<file path="src/rtl/pkt_framer_ctrl_if.sv">
// Byte-stream interface between the packet source and the symbol framer.
// Carries the upstream handshake plus the registered symbol/data/enable to MuxCtrl.
interface pkt_framer_ctrl_if;
    logic       in_valid;
    logic [7:0] in_data;
    logic       in_last;
    logic       in_dllp;
    logic       in_ready;
    logic [3:0] S;
    logic [7:0] data;
    logic       enb;

    modport master (
        output in_valid, in_data, in_last, in_dllp,
        input  in_ready, S, data, enb
    );

    modport slave (
        input  in_valid, in_data, in_last, in_dllp,
        output in_ready, S, data, enb
    );
endinterface

</file>
<file path="src/rtl/pkt_framer_ctrl.sv">
// Packet framer: wraps payload bytes as START/DATA/END symbols for MuxCtrl, IDL when quiet.
// Latency: S/data/enb registered one cycle after the accepting edge; in_ready from state only.
// Backpressure: bytes accepted only in DATA; an underrun cycle drops enb. FRAMER_SKP_EN adds SKP ordered sets.
module pkt_framer_ctrl #(
    parameter int SKP_INTERVAL = 16
) (
    input  logic               clk,
    input  logic               reset_L,
    pkt_framer_ctrl_if.slave   bus
);

    localparam logic [2:0] ST_IDLE    = 3'd0;
    localparam logic [2:0] ST_START   = 3'd1;
    localparam logic [2:0] ST_DATA    = 3'd2;
    localparam logic [2:0] ST_END     = 3'd3;
`ifdef FRAMER_SKP_EN
    localparam logic [2:0] ST_SKP_COM = 3'd4;
    localparam logic [2:0] ST_SKP1    = 3'd5;
    localparam logic [2:0] ST_SKP2    = 3'd6;
    localparam logic [2:0] ST_SKP3    = 3'd7;
    localparam logic [3:0] SYM_COM    = 4'b0010;
    localparam logic [3:0] SYM_SKP    = 4'b0011;
`endif

    localparam logic [3:0] SYM_DATA   = 4'b0000;
    localparam logic [3:0] SYM_STP    = 4'b0100;
    localparam logic [3:0] SYM_SDP    = 4'b0101;
    localparam logic [3:0] SYM_END    = 4'b0110;
    localparam logic [3:0] SYM_IDL    = 4'b1001;

    logic [2:0] state;
    logic [2:0] state_nxt;
    logic       dllp_q;
    logic [3:0] s_q;
    logic [3:0] s_nxt;
    logic [7:0] data_q;
    logic [7:0] data_nxt;
    logic       enb_q;
    logic       enb_nxt;

`ifdef FRAMER_SKP_EN
    localparam logic [7:0] SKP_LAST = 8'(SKP_INTERVAL - 1);

    logic [7:0] skp_cnt;
    logic       skp_pend;

    // Counter saturates at SKP_LAST; the ordered set's last symbol restarts the interval.
    always_ff @(posedge clk or negedge reset_L) begin
        if (!reset_L) begin
            skp_cnt  <= 8'd0;
            skp_pend <= 1'b0;
        end else if (state == ST_SKP3) begin
            skp_cnt  <= 8'd0;
            skp_pend <= 1'b0;
        end else if (skp_cnt != SKP_LAST) begin
            skp_cnt <= skp_cnt + 8'd1;
            if (skp_cnt + 8'd1 == SKP_LAST)
                skp_pend <= 1'b1;
        end
    end
`endif

    always_comb begin
        state_nxt = state;
        s_nxt     = s_q;
        data_nxt  = data_q;
        enb_nxt   = 1'b1;
        case (state)
            ST_IDLE: begin
                s_nxt = SYM_IDL;
`ifdef FRAMER_SKP_EN
                if (skp_pend)
                    state_nxt = ST_SKP_COM;
                else if (bus.in_valid)
                    state_nxt = ST_START;
`else
                if (bus.in_valid)
                    state_nxt = ST_START;
`endif
            end
            ST_START: begin
                s_nxt     = dllp_q ? SYM_SDP : SYM_STP;
                state_nxt = ST_DATA;
            end
            ST_DATA: begin
                // Underrun: hold S/data, only enb drops.
                if (bus.in_valid) begin
                    s_nxt    = SYM_DATA;
                    data_nxt = bus.in_data;
                    if (bus.in_last)
                        state_nxt = ST_END;
                end else begin
                    enb_nxt = 1'b0;
                end
            end
            ST_END: begin
                s_nxt     = SYM_END;
                state_nxt = ST_IDLE;
            end
`ifdef FRAMER_SKP_EN
            ST_SKP_COM: begin
                s_nxt     = SYM_COM;
                state_nxt = ST_SKP1;
            end
            ST_SKP1: begin
                s_nxt     = SYM_SKP;
                state_nxt = ST_SKP2;
            end
            ST_SKP2: begin
                s_nxt     = SYM_SKP;
                state_nxt = ST_SKP3;
            end
            ST_SKP3: begin
                s_nxt     = SYM_SKP;
                state_nxt = ST_IDLE;
            end
`endif
            default: begin
                s_nxt     = SYM_IDL;
                state_nxt = ST_IDLE;
            end
        endcase
    end

    always_ff @(posedge clk or negedge reset_L) begin
        if (!reset_L) begin
            state  <= ST_IDLE;
            dllp_q <= 1'b0;
            s_q    <= SYM_IDL;
            data_q <= 8'h00;
            enb_q  <= 1'b0;
        end else begin
            state  <= state_nxt;
            s_q    <= s_nxt;
            data_q <= data_nxt;
            enb_q  <= enb_nxt;
            // Packet type is captured only on the IDLE->START transition.
            if (state == ST_IDLE && state_nxt == ST_START)
                dllp_q <= bus.in_dllp;
        end
    end

    assign bus.in_ready = (state == ST_DATA);
    assign bus.S        = s_q;
    assign bus.data     = data_q;
    assign bus.enb      = enb_q;

endmodule

</file>
<file path="src/flat_wrapper.sv">
// flat-port wrapper written by rule: the top's interface ports become plain ports
module pkt_framer_ctrl_flat 
#(
    parameter int SKP_INTERVAL = 16
)
  (clk, reset_L, bus_in_valid, bus_in_data, bus_in_last, bus_in_dllp, bus_in_ready, bus_S, bus_data, bus_enb);
  pkt_framer_ctrl_if bus_i ();
  input  logic clk;
  input  logic reset_L;
  input wire logic [$bits(bus_i.in_valid)-1:0] bus_in_valid;
  input wire logic [$bits(bus_i.in_data)-1:0] bus_in_data;
  input wire logic [$bits(bus_i.in_last)-1:0] bus_in_last;
  input wire logic [$bits(bus_i.in_dllp)-1:0] bus_in_dllp;
  output wire logic [$bits(bus_i.in_ready)-1:0] bus_in_ready;
  output wire logic [$bits(bus_i.S)-1:0] bus_S;
  output wire logic [$bits(bus_i.data)-1:0] bus_data;
  output wire logic [$bits(bus_i.enb)-1:0] bus_enb;
  assign bus_i.in_valid = bus_in_valid;
  assign bus_i.in_data = bus_in_data;
  assign bus_i.in_last = bus_in_last;
  assign bus_i.in_dllp = bus_in_dllp;
  assign bus_in_ready = bus_i.in_ready;
  assign bus_S = bus_i.S;
  assign bus_data = bus_i.data;
  assign bus_enb = bus_i.enb;
  pkt_framer_ctrl #(.SKP_INTERVAL(SKP_INTERVAL)) u_core (.clk(clk), .reset_L(reset_L), .bus(bus_i));
endmodule
</file>
<file path="config.mk">
export PLATFORM = sky130hd
export DESIGN_NAME = pkt_framer_ctrl_flat
export DESIGN_NICKNAME = d
export VERILOG_FILES = /design/src/rtl/pkt_framer_ctrl_if.sv /design/src/rtl/pkt_framer_ctrl.sv /design/src/flat_wrapper.sv
export SDC_FILE = /design/constraint.sdc
export NUM_CORES = 1
export LEC_CHECK = 0
export BUFFER_PORTS_ARGS = -buffer_cell sky130_fd_sc_hd__buf_4
export CORE_UTILIZATION = 45
export CTS_CLUSTER_DIAMETER = 100
export CTS_CLUSTER_SIZE = 16
export DETAILED_ROUTE_END_ITERATION = 8
export HOLD_SLACK_MARGIN = 0.1
export PLACE_DENSITY_LB_ADDON = 0.3
export SLEW_MARGIN = 10
export SYNTH_ARGS = -nofsm -noshare
export SYNTH_HDL_FRONTEND = slang
export SYNTH_SLANG_ARGS = --single-unit
</file>
<file path="constraint.sdc">
create_clock -name clk -period 2.2 [get_ports clk]
set_clock_uncertainty 0.2 [all_clocks]
set_input_delay 0.11 -clock clk [delete_from_list [all_inputs] [get_ports clk]]
set_output_delay 0.11 -clock clk [all_outputs]
set_load 0.05 [all_outputs]
</file>
==> results of run 1 <==
-- Yosys cell counts (all sizes together), types with 2 or more instances --
cell / n
nor3: 2
inv: 2
a21oi: 2
nor2: 6
nand2b: 2
dfstp: 2
mux2: 9
dfrtp: 15
-- per-stage QoR --
step,util,area (um^2),hold slack [ns],power (mW),setup WS [ns]
after floorplan,-,687,-0.386,0.718,0.467
after global placement,0.651,890,-0.218,0.847,0.706
after detailed placement,0.651,890,-0.217,0.855,0.669
after CTS,0.766,1050,0.107,1.03,0.555
after global routing,0.766,1050,0.119,1.08,0.418
final,0.766,1050,0.106,1.03,0.572
-- cells by family after synthesis --
kind of cell,after synthesis
other,1
buffers and inverters,3
DFF,17
muxes,9
xor gates and xnor gates,1
AOI/OAI and AO/OA,6
and+or+nand+nor,12
-- worst paths after layout --
check / from / end / slack [ns] / cells past startpoint
max: u_core.state[2] / bus_in_ready / 0.57 / 3
max reg2reg: u_core.state[0] / u_core.bus.data[0] / 0.66 / 3
min: reset_L / u_core.bus.S[3] / 0.11 / 2
min in group clk: u_core.bus.data[7] / u_core.bus.data[7] / 0.32 / 1
max in group asynchronous: reset_L / u_core.bus.data[3] / 0.61 / 3
min reg2reg: u_core.bus.data[7] / u_core.bus.data[7] / 0.32 / 1
-- where the power goes --
group / switching (mW) / internal (mW) / total (mW) / leakage (nW)
Clock: 0.0961 / 0.0703 / 0.166 / 0.0150
Combinational: 0.283 / 0.162 / 0.445 / 0.288
Sequential: 0.0402 / 0.381 / 0.421 / 0.204
Total: 0.419 / 0.613 / 1.03 / 0.506
-- routing by layer --
layer | vias up | share of wire
li1 | 246 | -
met1 | 250 | 0.45
met2 | 16 | 0.50
met3 | 0 | 0.048
met4 | 0 | 0
met5 | - | 0
-- final cells by class --
class | instances | area, um^2
multi-input cells | 29 | 240
inverters | 2 | 7.51
repair buffers | 39 | 325
well taps | 15 | 18.8
flip-flops and latches | 17 | 428
fillers | 90 | 320
clock buffers | 4 | 26.3
-- sequential cells by signal, summed over array words and instances (netlist names) --
register / cells
u_core.bus.data: 8
u_core.bus.S: 4
u_core.state: 3
u_core.bus.enb: 1
u_core.dllp_q: 1
-- placed cells by master (no fill, tap or decap), types with 2 or more instances in the layout --
cell type	netlist	routed
dfstp_2	2	2
dlygate4sd3_1	0	13
clkbuf_4	0	3
a21oi_1	2	2
inv_1	2	2
nor3_1	2	2
nand2b_4	2	2
dfrtp_1	15	15
buf_4	0	26
mux2_2	9	9
nor2_1	5	5
-- timing repair --
| action | CTS | global route |
|---|---|---|
| hold buffers | 13 | 0 |
| setup endpoints to repair | 0 | 0 |
| hold endpoints to repair | 32 | 0 |
-- worst reg2reg max path, delay by kind of cell, from the launching register on --
family	cells	cell delay, ns
flip-flops	1	0.47
AND/OR/NAND/NOR	2	0.40
multiplexers	1	0.36
==> summary.md, run 1 <==
| Metric | Value |
|---|---|
| First-pass GRT wire length | ~1800 um |
| Busiest grt layer | met2 |
| Tcrit/Tclk final | 0.740 |
| Per-cell routed wire length | between 10 and 15 um |
| Peak VDD IR | roughly 680 uV |
| Die width | roughly 41 um |
| Core region area | 1370 um^2 |
| CTS Buf Count | 3 |
| Critical Path AT | around 1.3 ns |
| Starting Density | 0.503 |
| PD cells | 987 nW/um^2 |
| Met1 Usage GRT | 0.222 |
| Synth unique cells | 18 |
| Remaining antenna violation count | 0 |
| Simple-gate share of the synthesized area | 0.126 |
| Gr ovfl total | 0 |
| Buffers on Ports | 26 |
| Critical path capture point type | primary output |
| Number of diodes | 0 |
| Syn_nets | 62 |
| Syn Inst Count | a little under 50 |
| Setup bufs post-CTS | 0 |
| Area share of fa/ha/maj cells after synthesis | 0 |
| Clock buffer depth | 2 |
| RSZ-0062 raised after global routing | false |
| CTS tree | yes |
| Total Wirelength | ~1300 um |
| Yosys top cell area share | 0.546 |
| Max FO, Critical Path | 7 |
| Residual DRC | 0 |
| Status | finished clean |
| Worst slew pin tran | just under 0.7 ns |
| Area contributors post-synth | dfrtp_1, mux2_2, dfstp_2, nand2b_4, nor2_8 |
| Post-Syn Area | 687 um^2 |
| Vias in the first global route | 460 |
| Area growth from synthesis to layout | 52.3% |
| Root buffer cell | clkbuf_4 |
| Period minus WS final | 1.63 ns |
| Largest net degree at the start of global routing | 16 |
| Drt via density | 4.83 |
| Crit-path slowest cell | dfrtp_1 |
| GR Layer Usage met2 | 0.277 |
| First drt pass iteration count | 3 |
| Top_reg_cell synth | dfrtp_1 |
| Largest family of logic cells by synthesized area | multiplexers |
| Crit Path Category | register to primary output |
| CTS sink cnt | 17 |
| Top delay family on crit path | flip-flops |
| Final setup viols | 0 |
| Post-Synth XOR/XNOR Area | 0.0128 |
| Post-cts resize count | 0 |
| Post-synth ARST share | 1.00 |
| Final Slew Violations | 0 |
| IO Count | 27 |
| CP cell instances | nand2b_4 -> nor2_1 -> buf_4 |
| Post-synth EDFFs | 0 |
| P_leak | about 0.5 nW |
| Fin cells | about 110 |
| Synth Warn # | 0 |
| Number of synthesized register bits | 17 |
| Max incr delay on CP | 0.47 ns |
| Worst EP required | between 1.5 and 2 ns |
| Met3 usage | 0.0489 |
| Via count | between 500 and 600 |
| Initial antenna violation count | 0 |
| Post-synthesis sequential area ratio | 0.623 |
| Chip height | about 41 um |
| Max frequency | around 610 MHz |
| Inst Count DP | 89 |
| Final layout net count | about 110 |
| Rel. slew slack | 0.548 |
| Mean Syn Cell Area | 14.0 um^2 |
| Worst min-delay path category | primary input to async pin |
| Die area | 1690 um^2 |
| Cell row count | 13 |
| Compound-cell area share of the yosys netlist | 0.0583 |
| Initial DRC Count | 7 |
| Setup TNS | 0 ns |
| Mux cell area share after synthesis | 0.148 |
| CTS clock-pin slew for the worst setup and hold paths | 0.10 ns |
| Worst Setup Start Kind | register |
| Yosys top cell by area | dfrtp_1 |
| Fin. Hold Viols | 0 |
| Max-cap viol count | 0 |
| CTS H-tree lvls | 1 |
| Clk_lat worst skew | approximately 0.28 ns |
| DP HPWL | between 800 and 900 um |
| Worst path bufs/invs | 1 |
| RD Place Congestion | 0.799 |
| Share of post-route cells with drive strength above 1 | 0.473 |
| Total track usage | 0.172 |
Power figures use the tool's default switching activity.
==> run 2, diff against run 1 <==
Clock period 2.2 ns to 1.6 ns, I/O delays scaled along.
==> summary.md, run 2 (synthesis results as in run 1) <==
| Metric | Value |
|---|---|
| Worst Setup Start Kind | register |
| Hold path cells | 1 |
| Critical path capture point type | primary output |
| Worst hold endpoint | u_core.dllp_q |
| CTS H-tree lvls | 1 (unchanged) |
| Tcrit/Tclk final | 0.962 |
| Worst R2R End | u_core.bus.data[2] |
| Max-cap viol count | 0 (unchanged) |
| Design Area, Final | 1060 um^2 (+0.96%) |
| Gr ovfl total | 0 (unchanged) |
| Max FO, Critical Path | 7 (unchanged) |
| Starting Density | 0.503 (unchanged) |
| Buffers on Ports | 26 (unchanged) |
| Cell row count | 13 (unchanged) |
| Hold_buf cts | 13 (unchanged) |
| Max incr delay on CP | 0.45 ns (-0.02 ns) |
| Setup bufs post-CTS | 0 (unchanged) |
| Root buffer cell | clkbuf_4 |
| Drt via density | 4.79 (-0.93%) |
| Worst path bufs/invs | 1 (unchanged) |
| Die width | 41.1 um (unchanged) |
| RD Place Congestion | 0.744 (-6.9%) |
| HP Start | u_core.dllp_q |
| Setup TNS | 0 ns (unchanged) |
| Commonest non-fill, non-tap cells in the layout | buf_4, dfrtp_1, dlygate4sd3_1, mux2_2, nor2_1 |
| Clk_lat worst skew | 0.28 ns (about the same) |
| Initial DRC Count | 5 (-2) |
| Fin cells | 107 (+0.94%) |
| R2R Path Start | u_core.state[2] |
| Fin. Hold Viols | 0 (unchanged) |
| Peak VDD IR | 1050 uV (+53%) |
| Chip height | 41.1 um (unchanged) |
| Period minus WS final | roughly 1.5 ns |
| Largest net degree at the start of global routing | 18 (+2) |
| Core region area | 1370 um^2 (unchanged) |
| CTS clock-pin slew for the worst setup and hold paths | 0.09 ns (about the same) |
| Total track usage | 0.196 (+0.0239) |
| Total Wirelength | 1360 um (+4.1%) |
| Post-cts resize count | 0 (unchanged) |
| Worst reg-to-reg setup slack | 0.12 ns (-0.54 ns) |
| Inst Count DP | 90 (+1.1%) |
| Via count | 512 (unchanged) |
| DP HPWL | 858 um (+3.2%) |
| Max FFs per register | 8 (unchanged) |
| Max frequency | about 650 MHz |
| Worst slack, placed | 0.134 ns (-0.535 ns) |
| CTS sink cnt | 17 (unchanged) |
| RSZ-0062 raised after global routing | false |
| Worst setup margin | 0.0613 ns (-0.511 ns) |
| R2R cell count | 3 (unchanged) |
| Remaining antenna violation count | 0 (unchanged) |
| Worst EP required | 1.32 ns (-0.57 ns) |
| Area growth from synthesis to layout | 53.7% |
| Hold Slack | 0.318 ns (+0.213 ns) |
| Critical Path AT | 1.26 ns (-0.06 ns) |
| Post-DP Area | 900 um^2 (+1.1%) |
| First-pass GRT wire length | 2040 um (+11%) |
| Initial antenna violation count | 0 (unchanged) |
| Crit-path slowest cell | dfrtp_1 |
| Vias in the first global route | 493 (+7.2%) |
| Leading cell type in the layout, fill and taps excluded | buf_4 |
| Share of post-route cells with drive strength above 1 | 0.489 (+0.0166) |
| Final Slew Violations | 0 (unchanged) |
| Worst min-delay path category | register to register |
| Residual DRC | 0 (unchanged) |
| Crit Path Category | register to primary output |
| CTS Buf Count | 3 (unchanged) |
| Logic depth of the worst path, buffers included | 3 (unchanged) |
| P_leak | 0.511 nW (+0.95%) |
| IO Count | 27 (unchanged) |
| Per-cell routed wire length | 12.7 um (+3.1%) |
| Status | finished clean |
| Die area | 1690 um^2 (unchanged) |
| Clock buffer depth | 2 (unchanged) |
| Final setup viols | 0 (unchanged) |
| Top delay family on crit path | flip-flops |
| Final layout net count | 106 (+0.95%) |
| Number of diodes | 0 (unchanged) |
| First drt pass iteration count | 4 (+1) |
| PD cells | 1350 nW/um^2 (+36%) |
| CTS tree | yes |
| CP cell instances | nand2b_4 -> nor2_2 -> buf_4 |
==> run 2: cell type report <==
cell class / instances / area, um^2
repair buffers: 40 / 333
clock buffers: 4 / 26.3
inverters: 2 / 7.51
fillers: 90 / 310
well taps: 15 / 18.8
multi-input cells: 29 / 243
flip-flops and latches: 17 / 428
==> run 2: how the worst max path moves through the flow <==
stage,slack [ns],end,startpoint
floorplan,0.12,u_core.bus.enb,u_core.state[2]
global placement,0.15,u_core.bus.data[7],u_core.state[2]
detailed placement,0.13,u_core.bus.data[7],u_core.state[2]
CTS,0.06,bus_in_ready,u_core.state[2]
global route,0.003,bus_in_ready,u_core.state[2]
finish,0.06,bus_in_ready,u_core.state[2]
==> run 2: report_power, final <==
| group | internal (mW) | switching [mW] |
|---|---|---|
| registers | 0.524 | 0.0533 |
| logic | 0.225 | 0.394 |
| clock network | 0.0967 | 0.128 |
| total | 0.845 | 0.575 |
==> run 2: per-stage QoR <==
step           total power, mW   util
2_1_floorplan            0.988      -
3_3_place_gp              1.17  0.658
3_5_place_dp              1.18  0.658
4_1_cts                   1.43  0.773
5_1_grt                   1.49  0.773
6_report                  1.42  0.773
==> run 2: routing by layer <==
| layer | part of all wire | track usage | vias to the layer above |
|---|---|---|---|
| met5 | 0 | 0 | - |
| met4 | 0.010 | 0.100 | 0 |
| met3 | 0.043 | 0.0543 | 2 |
| met2 | 0.55 | 0.332 | 13 |
| met1 | 0.40 | 0.221 | 249 |
| li1 | - | - | 248 |
